**src/rtl/w5300_bus_ctrl_pkg.sv**
```systemverilog
// Shared types and default bus timing for the W5300 direct-mode register-access engine.
package w5300_bus_ctrl_pkg;

    typedef enum logic {
        OP_RD = 1'b0,
        OP_WR = 1'b1
    } AddrOperation;

    typedef enum logic [2:0] {
        IDLE,
        SETUP,
        STROBE,
        HOLD,
        RECOVER,
        ERR
    } BusState;

    localparam int BUS_T_SETUP = 1;
    localparam int BUS_T_RD    = 7;
    localparam int BUS_T_WR    = 6;
    localparam int BUS_T_HOLD  = 1;
    localparam int BUS_T_REC   = 3;

    // Phase counters count down to zero, so a phase of t cycles loads t-1.
    function automatic logic [3:0] phase_load(input int t);
        return 4'(t - 1);
    endfunction

endpackage

```
**src/rtl/w5300_phase_timer.sv**
```systemverilog
// 4-bit load/decrement counter shared by every timed bus phase; done while the count is zero.
module w5300_phase_timer (
    input  logic       clk,
    input  logic       rst,
    input  logic       load_i,
    input  logic [3:0] load_val_i,
    output logic [3:0] count_o,
    output logic       done_o
);

    logic [3:0] count_q;

    // NOTE: sequential state uses non-blocking assignments so every register samples pre-edge values.
    always_ff @(posedge clk or posedge rst) begin
        if (rst) begin
            count_q <= 4'd0;
        end else if (load_i) begin
            count_q <= load_val_i;
        end else if (count_q != 4'd0) begin
            count_q <= count_q - 4'd1;
        end
    end

    assign count_o = count_q;
    assign done_o  = (count_q == 4'd0);

endmodule

```
**src/rtl/w5300_bus_ctrl.sv**
```systemverilog
// W5300 16-bit direct-mode bus engine: turns {op, addr, data} requests into timed CSn/RDn/WRn cycles.
module w5300_bus_ctrl
    import w5300_bus_ctrl_pkg::*;
#(
    parameter int T_SETUP = BUS_T_SETUP,
    parameter int T_RD    = BUS_T_RD,
    parameter int T_WR    = BUS_T_WR,
    parameter int T_HOLD  = BUS_T_HOLD,
    parameter int T_REC   = BUS_T_REC
) (
    input  logic        clk,
    input  logic        rst,
    input  logic        req_valid,
    output logic        req_ready,
    input  logic        req_op,
    input  logic [9:0]  req_addr,
    input  logic [15:0] req_wdata,
    output logic        rsp_valid,
    output logic        rsp_err,
    output logic [15:0] rsp_rdata,
    output logic [9:0]  w5300_addr,
    output logic [15:0] w5300_data_o,
    output logic        w5300_data_oe,
    input  logic [15:0] w5300_data_i,
    output logic        w5300_cs_n,
    output logic        w5300_rd_n,
    output logic        w5300_wr_n
);

    BusState      state_q, state_d;
    AddrOperation op_q;
    logic [9:0]   addr_q;
    logic [15:0]  wdata_q;
    logic         accept;

    logic         timer_load;
    logic [3:0]   timer_load_val;
    logic [3:0]   timer_count;
    logic         timer_done;

    logic         cs_n_q, cs_n_d;
    logic         rd_n_q, rd_n_d;
    logic         wr_n_q, wr_n_d;
    logic         oe_q, oe_d;
    logic [9:0]   pin_addr_q, pin_addr_d;
    logic [15:0]  pin_data_q, pin_data_d;
    logic         rsp_valid_q, rsp_valid_d;
    logic         rsp_err_q, rsp_err_d;
    logic [15:0]  rsp_rdata_q, rsp_rdata_d;

    assign req_ready = (state_q == IDLE);
    assign accept    = req_valid && req_ready;

    w5300_phase_timer u_timer (
        .clk        (clk),
        .rst        (rst),
        .load_i     (timer_load),
        .load_val_i (timer_load_val),
        .count_o    (timer_count),
        .done_o     (timer_done)
    );

    always_ff @(posedge clk or posedge rst) begin
        if (rst) begin
            state_q <= IDLE;
        end else begin
            state_q <= state_d;
        end
    end

    // NOTE: every always_comb output gets a default first, so no path can infer a latch.
    always_comb begin
        state_d = state_q;
        unique case (state_q)
            IDLE:    if (req_valid) state_d = req_addr[0] ? ERR : SETUP;
            SETUP:   if (timer_done) state_d = STROBE;
            STROBE:  if (timer_done) state_d = HOLD;
            HOLD:    if (timer_done) state_d = RECOVER;
            RECOVER: if (timer_done) state_d = IDLE;
            ERR:     state_d = IDLE;
            default: state_d = IDLE;
        endcase
    end

    // Pin values are decoded from the current state and land one cycle later in the pin registers.
    always_comb begin
        timer_load     = (state_d != state_q);
        timer_load_val = 4'd0;
        unique case (state_d)
            SETUP:   timer_load_val = phase_load(T_SETUP);
            STROBE:  timer_load_val = (op_q == OP_WR) ? phase_load(T_WR) : phase_load(T_RD);
            HOLD:    timer_load_val = phase_load(T_HOLD);
            RECOVER: timer_load_val = phase_load(T_REC);
            default: timer_load_val = 4'd0;
        endcase

        cs_n_d      = (state_q != STROBE);
        rd_n_d      = !((state_q == STROBE) && (op_q == OP_RD));
        wr_n_d      = !((state_q == STROBE) && (op_q == OP_WR));
        oe_d        = (op_q == OP_WR) &&
                      ((state_q == SETUP) || (state_q == STROBE) || (state_q == HOLD));
        pin_addr_d  = (state_q == SETUP) ? addr_q : pin_addr_q;
        pin_data_d  = ((state_q == SETUP) && (op_q == OP_WR)) ? wdata_q : pin_data_q;

        rsp_valid_d = (state_q == ERR) ||
                      ((state_q == RECOVER) && (timer_count == phase_load(T_REC)));
        rsp_err_d   = (state_q == ERR);
        // Sample read data on the last cycle RDn is low, i.e. when it is about to rise.
        rsp_rdata_d = (!rd_n_q && rd_n_d) ? w5300_data_i : rsp_rdata_q;
    end

    // NOTE: only storage that is observable after reset is reset; everything here is small and resettable.
    always_ff @(posedge clk or posedge rst) begin
        if (rst) begin
            op_q    <= OP_RD;
            addr_q  <= 10'd0;
            wdata_q <= 16'd0;
        end else if (accept) begin
            op_q    <= AddrOperation'(req_op);
            addr_q  <= req_addr;
            wdata_q <= req_wdata;
        end
    end

    always_ff @(posedge clk or posedge rst) begin
        if (rst) begin
            cs_n_q      <= 1'b1;
            rd_n_q      <= 1'b1;
            wr_n_q      <= 1'b1;
            oe_q        <= 1'b0;
            pin_addr_q  <= 10'd0;
            pin_data_q  <= 16'd0;
            rsp_valid_q <= 1'b0;
            rsp_err_q   <= 1'b0;
            rsp_rdata_q <= 16'd0;
        end else begin
            cs_n_q      <= cs_n_d;
            rd_n_q      <= rd_n_d;
            wr_n_q      <= wr_n_d;
            oe_q        <= oe_d;
            pin_addr_q  <= pin_addr_d;
            pin_data_q  <= pin_data_d;
            rsp_valid_q <= rsp_valid_d;
            rsp_err_q   <= rsp_err_d;
            rsp_rdata_q <= rsp_rdata_d;
        end
    end

    assign w5300_cs_n    = cs_n_q;
    assign w5300_rd_n    = rd_n_q;
    assign w5300_wr_n    = wr_n_q;
    assign w5300_data_oe = oe_q;
    assign w5300_addr    = pin_addr_q;
    assign w5300_data_o  = pin_data_q;
    assign rsp_valid     = rsp_valid_q;
    assign rsp_err       = rsp_err_q;
    assign rsp_rdata     = rsp_rdata_q;

endmodule

```
**config.mk**
```make
export PLATFORM = sky130hd
export DESIGN_NAME = w5300_bus_ctrl
export DESIGN_NICKNAME = d
export VERILOG_FILES = /design/src/rtl/w5300_bus_ctrl_pkg.sv /design/src/rtl/w5300_phase_timer.sv /design/src/rtl/w5300_bus_ctrl.sv
export SDC_FILE = /design/constraint.sdc
export NUM_CORES = 1
export LEC_CHECK = 0
export ABC_AREA = 1
export CAP_MARGIN = 10
export CORE_MARGIN = 2
export CORE_UTILIZATION = 30
export CTS_CLUSTER_DIAMETER = 30
export DETAILED_ROUTE_END_ITERATION = 8
export GPL_ROUTABILITY_DRIVEN = 0
export PLACE_DENSITY = 0.69
export SYNTH_ARGS = -nofsm -noshare
export SYNTH_HDL_FRONTEND = slang
export SYNTH_HIERARCHICAL = 1
export SYNTH_SLANG_ARGS = --single-unit
```
**constraint.sdc**
```tcl
create_clock -name clk -period 2.5 [get_ports clk]
set_clock_uncertainty 0.1 [all_clocks]
set_input_delay 0.5 -clock clk [delete_from_list [all_inputs] [get_ports clk]]
set_output_delay 0.5 -clock clk [all_outputs]
set_load 0.1 [all_outputs]
```
==> Yosys cells after proc, flatten, opt, wreduce, memory -nomap -nowiden <==
Cells that the tools add are included.
{ "totals": {"out_inout_bits": 49, "in_bits": 46, "reg_bits": 82, "word_cells": 54} }
{ "op_classes": {"n_eq_ne": 10, "reduce_logical": 17, "n_mux": 11, "n_bitwise": 1, "n_addsub": 1} }
{ "op_table": {"columns": ["operator", "n"], "rows": [
  ["two-way mux 3 bit", 6],
  ["one-hot mux 3 bit (5 select lines)", 1],
  ["equality test 3 x 2 -> 1 bit (second input constant)", 3],
  ["equality test 3 bit (second input constant)", 3],
  ["two-way mux 4 bit", 2],
  ["logical AND 1 bit", 7],
  ["one-hot mux 3 bit (2 select lines)", 1],
  ["equality test 4 x 2 -> 1 bit (second input constant)", 1],
  ["logical NOT 4 bit", 1],
  ["nonzero test 4 bit", 1],
  ["subtractor 4 x 1 -> 4 bit (second input constant)", 1],
  ["equality test 3 x 1 -> 1 bit (second input constant)", 1],
  ["logical NOT 1 bit", 3],
  ["logical NOT 3 bit", 1],
  ["logical OR 1 bit", 3],
  ["inequality test 3 x 2 -> 1 bit (second input constant)", 1],
  ["inequality test 3 bit", 1],
  ["two-way mux 2 bit", 1],
  ["nonzero test 2 bit", 1],
  ["NOT 1 bit", 1]
]} }

==> Longest topological paths before layout <==
Gate-level depths: netlist of the first run.
{ "depth": {"word_depth": 6, "depth_mapped": 16, "ltp_nobuf": 16} }

==> Modules after synthesis <==
The synthesis of the first run kept the hierarchy.
{ "modules_own_cells": {"columns": ["mod", "n_inst", "area_each_um2", "seq_area_each_um2", "cells_each"], "rows": [
  ["w5300_bus_ctrl", 1, 3096.7, 1955.6, 347],
  ["w5300_phase_timer", 1, 259.0, 100.1, 38]
]} }

==> Least setup slack after synthesis of the first run <==
No wires, ideal clock.
{ "synth_timing": {"path_kind": "register -> register", "start": "reg u_timer.count_q[0], in the netlist u_timer/count_o[0]", "end": "reg u_timer.count_q[1], in the netlist u_timer/count_o[1]", "setup_time_ps": 117, "arrival_time_ps": 1738, "period_less_slack_ps": 1955, "path_buffers": 0, "required_time_ps": 2283, "setup_slack_ps": 545, "path_stages_with_launch": 16, "cell_sequence": "dfrtp_1 > inv_1 > ha_1 > nand2_2 > inv_1 > inv_1 > nand2_1 > nand3_1 > nand2_1 > nand2_1 > nand2_1 > nand3_1 > nor2_4 > inv_2 > nand2_1 > nand2_1"} }
{ "synth_between": {"elab_cells_between_ends": 15, "cone_classes": "add/sub: 1; eq/ne: 3; mux: 8; reduce/logical: 3"} }
{ "synth_lines": {"columns": ["element", "line_no", "text"], "rows": [
  ["start, declared", "w5300_phase_timer.sv:11", "logic [3:0] count_q;"],
  ["start signal, assigned", "w5300_phase_timer.sv:18", "count_q <= load_val_i;"],
  ["start signal, assigned", "w5300_phase_timer.sv:20", "count_q <= count_q - 4'd1;"],
  ["logical NOT 4 bit *", "w5300_phase_timer.sv:25", "assign done_o = (count_q == 4'd0);"],
  ["net timer_done", "w5300_bus_ctrl.sv:39", "logic timer_done;"],
  ["two-way mux 3 bit (on tied branches)", null, null],
  ["one-hot mux 3 bit (5 select lines) *", "w5300_bus_ctrl.sv:74", "unique case (state_q)"],
  ["inequality test 3 bit *", "w5300_bus_ctrl.sv:87", "timer_load = (state_d != state_q);"],
  ["net timer_load", "w5300_bus_ctrl.sv:36", "logic timer_load;"],
  ["two-way mux 4 bit or nonzero test 2 bit (tied branches)", null, null]
]} }
Mark *: on every way through the listed nets, which the timed path passes. The rest lies on a longest branch. The select of a mux whose other input is x is not followed.
A chain may end at the register's enable or synchronous reset.

==> Worst setup path after layout of the first run <==
Same ends and word-level chain as after synthesis.

==> flow_summary_export.csv, run 1 <==
group,metric,value,unit
run_status,status,"finished clean",
route,first_iter_violations,159,
timing,rsz0062_at_grt,"false",
route,via_count,2763,
setup_path,crit_path_end,"u_timer/count_o[1]",
setup_path,required,2.64,ns
final_layout,area_growth,36.1,%
floorplanning,ios,95,
floorplanning,die_h,110,µm
cts,cts_setup_buffers,0,
global_routing,grt_pass1_vias,2675,
global_routing,grt_pass1_wl,12600,µm
floorplanning,rows,38,
cts,post_cts_resized,0,
cts,cts.clk_slew.worst_paths,0.08,ns
setup_path,crit_start,"u_timer/count_o[0]",
placement,dp_hpwl,5780,µm
synthesis,yosysWarnings,6,
flow_run,maxCapViolCount,0,
setup_path,r2r-start,"u_timer/count_o[0]",
cts,cts_sinks,82,
setup_path,reg2reg_depth,15,
synthesis,ys_ff_latch,82,
cts,cts_tree,"done",
timing,clock.fmax,0.451,GHz
floorplanning,die_area,12000,µm²
setup_path,reg2reg_setup_slack,0.28,ns
floorplanning,initial_core_util,0.308,
global_routing,antenna_found_initial,0,
setup_path,start_kind,"flop",
timing,hold_viol,0,
timing,tns,0,ns
cts,clk_latency,0.35,ns
synthesis,synth_cell_types,26,
synthesis,synth_nets,432,
global_routing,grt_max_degree,46,
setup_path,arrival,2.36,ns
placement,port_buffers,94,
global_routing,grt_overflow,0,
final_layout,fillers,1082,
synthesis,synth_common_cells,"nand2_1 (189), dfrtp_1 (79), nand3_1 (39)",
final_layout,seqCellArea,2060,µm²
timing,setup_viol,0,
timing,post-route-min-period,2.22,ns
setup_path,critical_path.max_fanout,8,
final_layout,drive_gt1_frac,0.187,
route,drc_errors,0,
floorplanning,core-area,10900,µm²
synthesis,synth_area,3360,µm²
setup_path,r2r-end,"u_timer/count_o[1]",
timing,period_share,0.887,
route,vias_per_cell,4.41,
synthesis,synth_most_common_cell,"nand2_1",
route,drtAntennaViolNets,0,
setup_path,critPathKind,"flop to flop",
synthesis,netlist_instances,385,
synthesis,yosys-top-cells-area,"dfrtp_1 (59%), nand2_1 (21%), nand3_1 (5.8%)",
cts,clockBufferDepth,2,
cts,cts_root_buf,"clkbuf_8",
synthesis,synth_area_leader_cell,"dfrtp_1",
setup_path,worstSetupEndpointType,"flop",
synthesis,synth_edf_count,0,
cts,htree_num_levels,3,
cts,postCtsHoldBufs,0,
synthesis,synth_flop_cell,"dfrtp_1",
synthesis,avgSynthCellArea,8.72,µm²
floorplanning,chipWidth,110,µm
synthesis,synth.top_cell.area_share,0.589,
final_layout,diodes,0,
cts,numCtsBuffers,9,
synthesis,seq_area_frac_synth,0.613,
route,dr.pass1.iters,4,
synthesis,ys_async_sr_fraction,1.00,
route,routed_wl,7850,µm
hold_path,hold_class,"primary input to async pin",
timing,finalMaxSlewViolations,0,
final_layout,nNetsFinal,529,
global_routing,grt.total_usage,0.136,
final_layout,multi_input_area,1130,µm²
route,wl_per_cell,12.5,µm
[final cells by class]
type                            count  share of cell area
Timing Repair Buffer              100               0.194
Multi-Input combinational cell    264               0.248
Tap cell                          140              0.0383
Clock buffer                       11              0.0310
Sequential cell                    82               0.450
Clock inverter                      5              0.0170
Inverter                           25              0.0214
[how the worst min path moves through the flow]
stage                                 from                  to  slack, ns  depth (start not counted)
after CTS                              rst  u_timer/count_o[0]       0.30                          2
after global placement    w5300_data_o[11]    w5300_data_o[11]       0.36                          2
after detailed placement  w5300_data_o[13]    w5300_data_o[13]       0.36                          2
final                                  rst  u_timer/count_o[0]       0.32                          2
after global routing                   rst  u_timer/count_o[3]       0.31                          2
after floorplan                        rst  u_timer/count_o[0]       0.17                          1
[registers in the layout, summed over array words and instances (netlist names)]
| name | count |
|---|---|
| rsp_rdata | 16 |
| w5300_data_o | 16 |
| wdata_q | 16 |
| addr_q | 10 |
| w5300_addr | 10 |
| u_timer/count_o | 4 |
| state_q | 3 |
| op_q | 1 |
| rsp_err | 1 |
| rsp_valid | 1 |
| w5300_cs_n | 1 |
| w5300_data_oe | 1 |
| w5300_rd_n | 1 |
| w5300_wr_n | 1 |
[routing by layer]
layer,share of wire,global-route usage,vias to the layer above
met4,0.012,0.0488,0
met2,0.51,0.230,65
li1,-,-,1379
met3,0.052,0.0362,8
met5,0,0,-
met1,0.43,0.168,1311
[worst max-delay path: stages, from the launching register on]
cell     delay, ns
dfrtp_1       0.41
inv_1         0.11
ha_1          0.21
nand2_2       0.11
inv_1         0.11
inv_1         0.07
nand2_1       0.07
nand3_1       0.07
nand2_1       0.08
nand2_1       0.10
nand2_1       0.07
nand3_1       0.26
nand2_1       0.14
o21ai_0       0.09
nand2_1       0.08
nand2_1       0.05
[stage by stage]
| step | area, µm² | instances | setup WS (ns) | utilization | hold slack [ns] |
|---|---|---|---|---|---|
| 2_1_floorplan | 3360 | 385 | 0.545 | - | 0.166 |
| 3_3_place_gp | 4350 | 611 | 0.343 | 0.399 | 0.357 |
| 3_5_place_dp | 4350 | 611 | 0.296 | 0.399 | 0.361 |
| 4_1_cts | 4570 | 627 | 0.280 | 0.420 | 0.302 |
| 5_1_grt | 4570 | 627 | 0.0607 | 0.420 | 0.313 |
| 6_report | 4570 | 627 | 0.283 | 0.420 | 0.317 |
[cells by family (layout without fill, tap and decap cells)]
group,after synthesis,in the layout,share of synthesized area
buffers and inverters,39,141,0.0500
other,1,1,0.00112
and+or+nand+nor,247,247,0.308
adders and majority gates,1,1,0.00373
xor gates and xnor gates,1,1,0.00261
DFF,82,82,0.613
AOI/OAI and AO/OA,14,14,0.0216
[cells in the final DEF (no fill, tap or decap)]
cell type	n
nand2_1	189
dfrtp_1	79
buf_4	53
clkdlybuf4s50_1	45
nand3_1	39
inv_1	18
clkbuf_8	10
o21ai_0	8
inv_2	5
nand2_2	5
nor2_1	5
o21ai_1	4
nor2_4	3
dfstp_2	3
nor2_2	2
clkinvlp_4	2
clkinv_2	2
bufinv_16	2
buf_12	2
nand3_2	1
nand2_4	1
clkinv_1	1
a21oi_1	1
nor3_1	1
nand3b_1	1
a211oi_1	1
clkbuf_1	1
xnor2_1	1
conb_1	1
ha_1	1
Power of run 1 is left out: the tool's default activity adds up to more than one toggle a clock period on the data nets, which glitch-free logic cannot reach.
==> run 2: changes to the inputs <==
--- a/config.mk
+++ b/config.mk
@@ -5,15 +5,13 @@
 export SDC_FILE = /design/constraint.sdc
 export NUM_CORES = 1
 export LEC_CHECK = 0
-export ABC_AREA = 1
 export CAP_MARGIN = 10
 export CORE_MARGIN = 2
-export CORE_UTILIZATION = 30
+export CORE_UTILIZATION = 43
 export CTS_CLUSTER_DIAMETER = 30
 export DETAILED_ROUTE_END_ITERATION = 8
 export GPL_ROUTABILITY_DRIVEN = 0
-export PLACE_DENSITY = 0.69
+export PLACE_DENSITY = 0.88
 export SYNTH_ARGS = -nofsm -noshare
 export SYNTH_HDL_FRONTEND = slang
-export SYNTH_HIERARCHICAL = 1
 export SYNTH_SLANG_ARGS = --single-unit
==> run 2 against run 1 <==
Effect of this change:
- global-route usage rose by 2.7 points
- critical path depth shrank 9
- hold slack better by 0.0073 ns
- fmax up 8.4%
- synthesized cell count is 43% lower
- final cell count down 32%
- clock-buffer cell count stayed put
- routed wire length fell by 18%
- synthesized area decreased by 1.6%
- sequential share of layout area is 1.3 points higher
- critical path type unchanged
- largest cell class unchanged
- highest routed layer unchanged
==> flow_summary_export.csv, run 2 <==
group,metric,value,unit
floorplanning,die_h,91.6,µm
timing,clock.fmax,0.489,GHz
setup_path,r2r-end,"u_timer.count_o[0]",
setup_path,reg2reg_depth,6,
route,vias_per_cell,5.01,
route,drtAntennaViolNets,0,
global_routing,grt_max_degree,83,
hold_path,whs_path_depth,1,
timing,rsz0062_at_grt,"false",
setup_path,start_kind,"flop",
setup_path,arrival,2.14,ns
global_routing,grt.total_usage,0.163,
hold_path,hold_class,"flop to flop",
synthesis,synth_common_cells,"dfrtp_1 (79), mux2_2 (39), mux2_1 (19)",
final_layout,drive_gt1_frac,0.391,
cts,clk_latency,0.35,ns
placement,port_buffers,94,
cts,post_cts_resized,0,
final_layout,nNetsFinal,368,
setup_path,required,2.60,ns
setup_path,critPathKind,"flop to flop",
global_routing,antenna_found_initial,0,
setup_path,critical_path.max_fanout,9,
route,via_count,2124,
timing,relSlewSlack,0.568,
placement,dp_hpwl,4420,µm
synthesis,synth_flop_cell,"dfrtp_1",
floorplanning,die_area,8400,µm²
global_routing,grt_overflow,0,
hold_path,hold_start,"op_q",
global_routing,grt_pass1_vias,2127,
synthesis,synth_edf_count,0,
timing,tns,0,ns
cts,cts_root_buf,"clkbuf_8",
global_routing,grt_pass1_wl,10600,µm
setup_path,path_cells,"inv_1 -> ha_1 -> nor3b_2 -> nor2_1 -> a32oi_1 -> o21ai_0",
timing,post-route-min-period,2.04,ns
hold_path,worstHoldEndpoint,"w5300_wr_n",
route,wl_per_cell,15.1,µm
final_layout,final_common_cell,"dfrtp_1",
setup_path,critPathSlowestCell,"nor3b_2",
final_layout,area_growth,34.3,%
synthesis,synth_most_common_cell,"dfrtp_1",
flow_run,maxCapViolCount,0,
cts,clockBufferDepth,2,
route,routed_wl,6420,µm
floorplanning,chipWidth,91.6,µm
route,dr.pass1.iters,4,
cts,cts_tree,"done",
synthesis,synth_area_leader_cell,"dfrtp_1",
setup_path,path_buf_inv,1,
timing,tightest_slew,0.647,ns
timing,period_share,0.818,
setup_path,r2r-start,"u_timer.count_o[0]",
final_layout,mostFrequentLayoutCells,"dfrtp_1 (79), buf_4 (50), clkdlybuf4s50_1 (45)",
synthesis,ys_ff_latch,82,
route,first_iter_violations,64,
cts,postCtsHoldBufs,0,
cts,cts_setup_buffers,0,
timing,setup_viol,0,
setup_path,reg2reg_setup_slack,0.46,ns
synthesis,netlist_instances,221,
synthesis,synth_cell_types,33,
run_status,status,"finished clean",
cts,numCtsBuffers,9,
setup_path,critical_path.top_delay_family,"simple AND/OR/NAND/NOR gates",
cts,cts.clk_slew.worst_paths,0.08,ns
cts,cts_sinks,82,
synthesis,seq_area_frac_synth,0.622,
synthesis,avgSynthCellArea,14.9,µm²
floorplanning,rows,31,
floorplanning,core-area,7330,µm²
synthesis,ys_async_sr_fraction,1.00,
timing,finalMaxSlewViolations,0,
floorplanning,initial_core_util,0.451,
route,drc_errors,0,
synthesis,yosys-top-cells-area,"dfrtp_1 (60%), mux2_2 (13%), mux2_1 (6.5%)",
final_layout,diodes,0,
synthesis,synth_nets,269,
synthesis,synth_area,3300,µm²
setup_path,worstSetupEndpointType,"flop",
timing,hold_viol,0,
synthesis,synth.top_cell.area_share,0.598,
cts,htree_num_levels,3,
synthesis,yosysWarnings,0,
setup_path,cpPeakStageDelay,0.51,ns
floorplanning,ios,95,
run 2: cell types whose count changed in the layout (fill, tap and decap cells not counted), moves of 7 or more:
cell,delta
nor2_1,+7
nand2_1,-182
mux2_1,+19
mux2_4,+10
mux2_2,+39
nand3_1,-39
inv_1,-13
run 2: layer usage:
metal | vias up | track usage | routed length [µm]
met5 | - | 0 | 0
met4 | 0 | 0.0543 | 103
met3 | 11 | 0.0575 | 394
met2 | 70 | 0.269 | 3300
met1 | 1072 | 0.201 | 2630
li1 | 971 | - | -
run 2: cell type report:
cell class | instances | area, µm²
Multi-Input combinational cell | 124 | 1160
Fill cell | 573 | 2900
Sequential cell | 82 | 2060
Clock inverter | 5 | 62.6
Tap cell | 99 | 124
Timing Repair Buffer | 97 | 866
Clock buffer | 11 | 141
Inverter | 6 | 26.3
run 2: per-stage QoR:
step / area (µm²) / hold slack, ns / cells / util / worst slack (ns)
2_1_floorplan: 3310 / 0.295 / 221 / - / 0.0927
3_3_place_gp: 4230 / 0.312 / 408 / 0.577 / 0.460
3_5_place_dp: 4230 / 0.310 / 408 / 0.577 / 0.424
4_1_cts: 4440 / 0.323 / 424 / 0.605 / 0.451
5_1_grt: 4440 / 0.348 / 424 / 0.605 / 0.287
6_report: 4440 / 0.324 / 424 / 0.605 / 0.456
run 2: how the worst max path moves through the flow:
stage                            start                 end  slack, ns  cells after the start
CTS                         state_q[0]           req_ready       0.45                      2
global route        u_timer.count_o[0]  u_timer.count_o[0]       0.29                      6
finish              u_timer.count_o[0]  u_timer.count_o[0]       0.46                      6
detailed placement           req_valid          wdata_q[5]       0.42                      4
global placement             req_valid         wdata_q[15]       0.46                      4
floorplan                   state_q[0]           addr_q[0]       0.09                      6
run 2: cell families after synthesis:
group | count (synthesis) | share of synthesized area
simple gates | 35 | 0.0602
fa+ha+maj | 2 | 0.00757
mux | 68 | 0.243
xor+xnor | 1 | 0.00265
buf+inv | 15 | 0.0284
compound gates | 18 | 0.0356
flops | 82 | 0.622
run 2: worst register-to-register path: cells and delay by family (launching register included):
kind	cells	cell delay, ns
flops	1	0.40
fa+ha+maj	1	0.24
buf+inv	1	0.11
simple gates	2	0.64
compound gates	2	0.40
Power of run 2 is left out for the same reason.
==> run 3: changes to the inputs <==
--- a/config.mk
+++ b/config.mk
@@ -7,11 +7,11 @@
 export LEC_CHECK = 0
 export CAP_MARGIN = 10
 export CORE_MARGIN = 2
-export CORE_UTILIZATION = 43
+export CORE_UTILIZATION = 47
 export CTS_CLUSTER_DIAMETER = 30
 export DETAILED_ROUTE_END_ITERATION = 8
 export GPL_ROUTABILITY_DRIVEN = 0
-export PLACE_DENSITY = 0.88
+export PLACE_DENSITY = 0.91
 export SYNTH_ARGS = -nofsm -noshare
 export SYNTH_HDL_FRONTEND = slang
 export SYNTH_SLANG_ARGS = --single-unit
==> constraint.sdc (replaced) <==
create_clock -name clk -period 2 [get_ports clk]
set_clock_uncertainty 0.1 [all_clocks]
set_input_delay 0.4 -clock clk [delete_from_list [all_inputs] [get_ports clk]]
set_output_delay 0.4 -clock clk [all_outputs]
set_load 0.1 [all_outputs]
==> run 3 against run 2 <==
Effect of this change:
- utilization up 7.8 points
- via count is 0.47% higher
- register-to-register slack worse by 0.34 ns
- hold slack improved by 0.012 ns
- die area down 8.1%
- clock-buffer cell count rose by 2
- first-iteration DRC count grew 70%
- flip-flop and latch count is the same
- sequential share of layout area fell by 2.0 points
==> flow_summary_export.csv, run 3 (synthesis results as in run 2) <==
group,metric,value,unit
placement,placed_area,4470,µm²
final_layout,final-instance-count-excl-fill,426,
setup_path,required,2.12,ns
setup_path,start_kind,"flop",
timing,tns,0,ns
timing,hold_viol,0,
route,routed_wl,6570,µm
cts,cts_tree,"done",
route,dr.pass1.iters,4,
global_routing,grt_pass1_vias,2153,
cts,post_cts_resized,0,
global_routing,use_met3,0.0415,
final_layout,drive_gt1_frac,0.397,
cts,postCtsHoldBufs,0,
timing,finalMaxSlewViolations,0,
timing,tightest_slew,0.638,ns
cts,cts.clk_slew.worst_paths,0.08,ns
final_layout,fin_area,4640,µm²
cts,cts_sinks,82,
timing,post-route-min-period,1.88,ns
setup_path,critPathKind,"flop to flop",
floorplanning,die_h,87.8,µm
setup_path,critical_path.max_fanout,16,
placement,port_buffers,94,
cts,cts_root_buf,"clkbuf_8",
global_routing,grt_overflow,0,
global_routing,grt_use_met2,0.311,
flow_run,maxCapViolCount,0,
route,drc_errors,0,
floorplanning,rows,30,
setup_path,reg2reg_setup_slack,0.12,ns
timing,rsz0062_at_grt,"false",
route,first_iter_violations,109,
global_routing,grt.total_usage,0.181,
final_layout,diodes,0,
setup_path,arrival,2.00,ns
timing,period_share,0.941,
setup_path,worstSetupEndpointType,"flop",
run_status,status,"finished clean",
final_layout,utilization,0.683,
placement,dp.cells,410,
final_layout,area_growth,40.5,%
floorplanning,initial_core_util,0.486,
global_routing,grt_use_met1,0.225,
cts,cts_setup_buffers,0,
floorplanning,chipWidth,87.8,µm
route,drtAntennaViolNets,0,
floorplanning,core-area,6790,µm²
route,wl_per_cell,15.4,µm
cts,numCtsBuffers,9,
final_layout,nNetsFinal,373,
final_layout,final_common_cell,"dfrtp_1",
global_routing,grt_max_degree,83,
placement,dp_hpwl,4660,µm
cts,htree_num_levels,3,
timing,relSlewSlack,0.574,
route,vias_per_cell,5.01,
timing,clock.fmax,0.531,GHz
global_routing,antenna_found_initial,0,
cts,clockBufferDepth,2,
floorplanning,die_area,7710,µm²
route,via_count,2134,
hold_path,hold_class,"flop to flop",
floorplanning,ios,95,
final_layout,mostFrequentLayoutCells,"dfrtp_1 (79), clkdlybuf4s50_1 (45), mux2_2 (39), buf_4 (39), mux2_1 (19)",
cts,clk_latency,0.33,ns
global_routing,grt_pass1_wl,10600,µm
timing,setup_viol,0,
global_routing,busiest_layer,"met2",
run 3: cell types whose count changed in the layout (fill, tap and decap cells not counted):
| cell | before | now |
|---|---|---|
| buf_12 | 2 | 18 |
| clkbuf_8 | 10 | 11 |
| clkinv_4 | 1 | 0 |
| bufinv_16 | 1 | 0 |
| clkinv_2 | 0 | 3 |
| inv_6 | 1 | 0 |
| buf_4 | 50 | 39 |
| clkinvlp_4 | 3 | 1 |
| clkbuf_1 | 1 | 2 |
run 3: critical path, stage by stage (launching register included):
cell	delay (ns)
dfrtp_1	0.58
nor3b_4	0.12
a21oi_4	0.55
mux2_2	0.41
run 3: routing by layer:
layer	wire length [µm]	share of wire
met4	87	0.013
met1	2730	0.42
met3	361	0.055
met2	3390	0.52
met5	0	0
run 3: layout make-up:
| type | instances | area, µm² |
|---|---|---|
| Clock buffer | 13 | 159 |
| Multi-Input combinational cell | 124 | 1160 |
| Clock inverter | 3 | 15.0 |
| Timing Repair Buffer | 102 | 1100 |
| Inverter | 6 | 26.3 |
| Tap cell | 96 | 120 |
| Fill cell | 469 | 2150 |
| Sequential cell | 82 | 2060 |
run 3: per-stage QoR:
| step | hold slack, ns | worst slack (ns) |
|---|---|---|
| 2_1_floorplan | 0.295 | -0.330 |
| 3_3_place_gp | 0.315 | 0.163 |
| 3_5_place_dp | 0.314 | 0.131 |
| 4_1_cts | 0.325 | 0.106 |
| 5_1_grt | 0.359 | 0.0313 |
| 6_report | 0.336 | 0.118 |
run 3: final timing paths:
| path | from | depth (start not counted) | to |
|---|---|---|---|
| max | state_q[0] | 3 | rsp_rdata[12] |
| min | op_q | 1 | w5300_wr_n |
| max reg2reg | state_q[0] | 3 | rsp_rdata[12] |
| min reg2reg | op_q | 1 | w5300_wr_n |
| max in group asynchronous | rst | 3 | w5300_cs_n |
| min in group asynchronous | rst | 3 | u_timer.count_o[1] |
Power of run 3 is left out for the same reason.
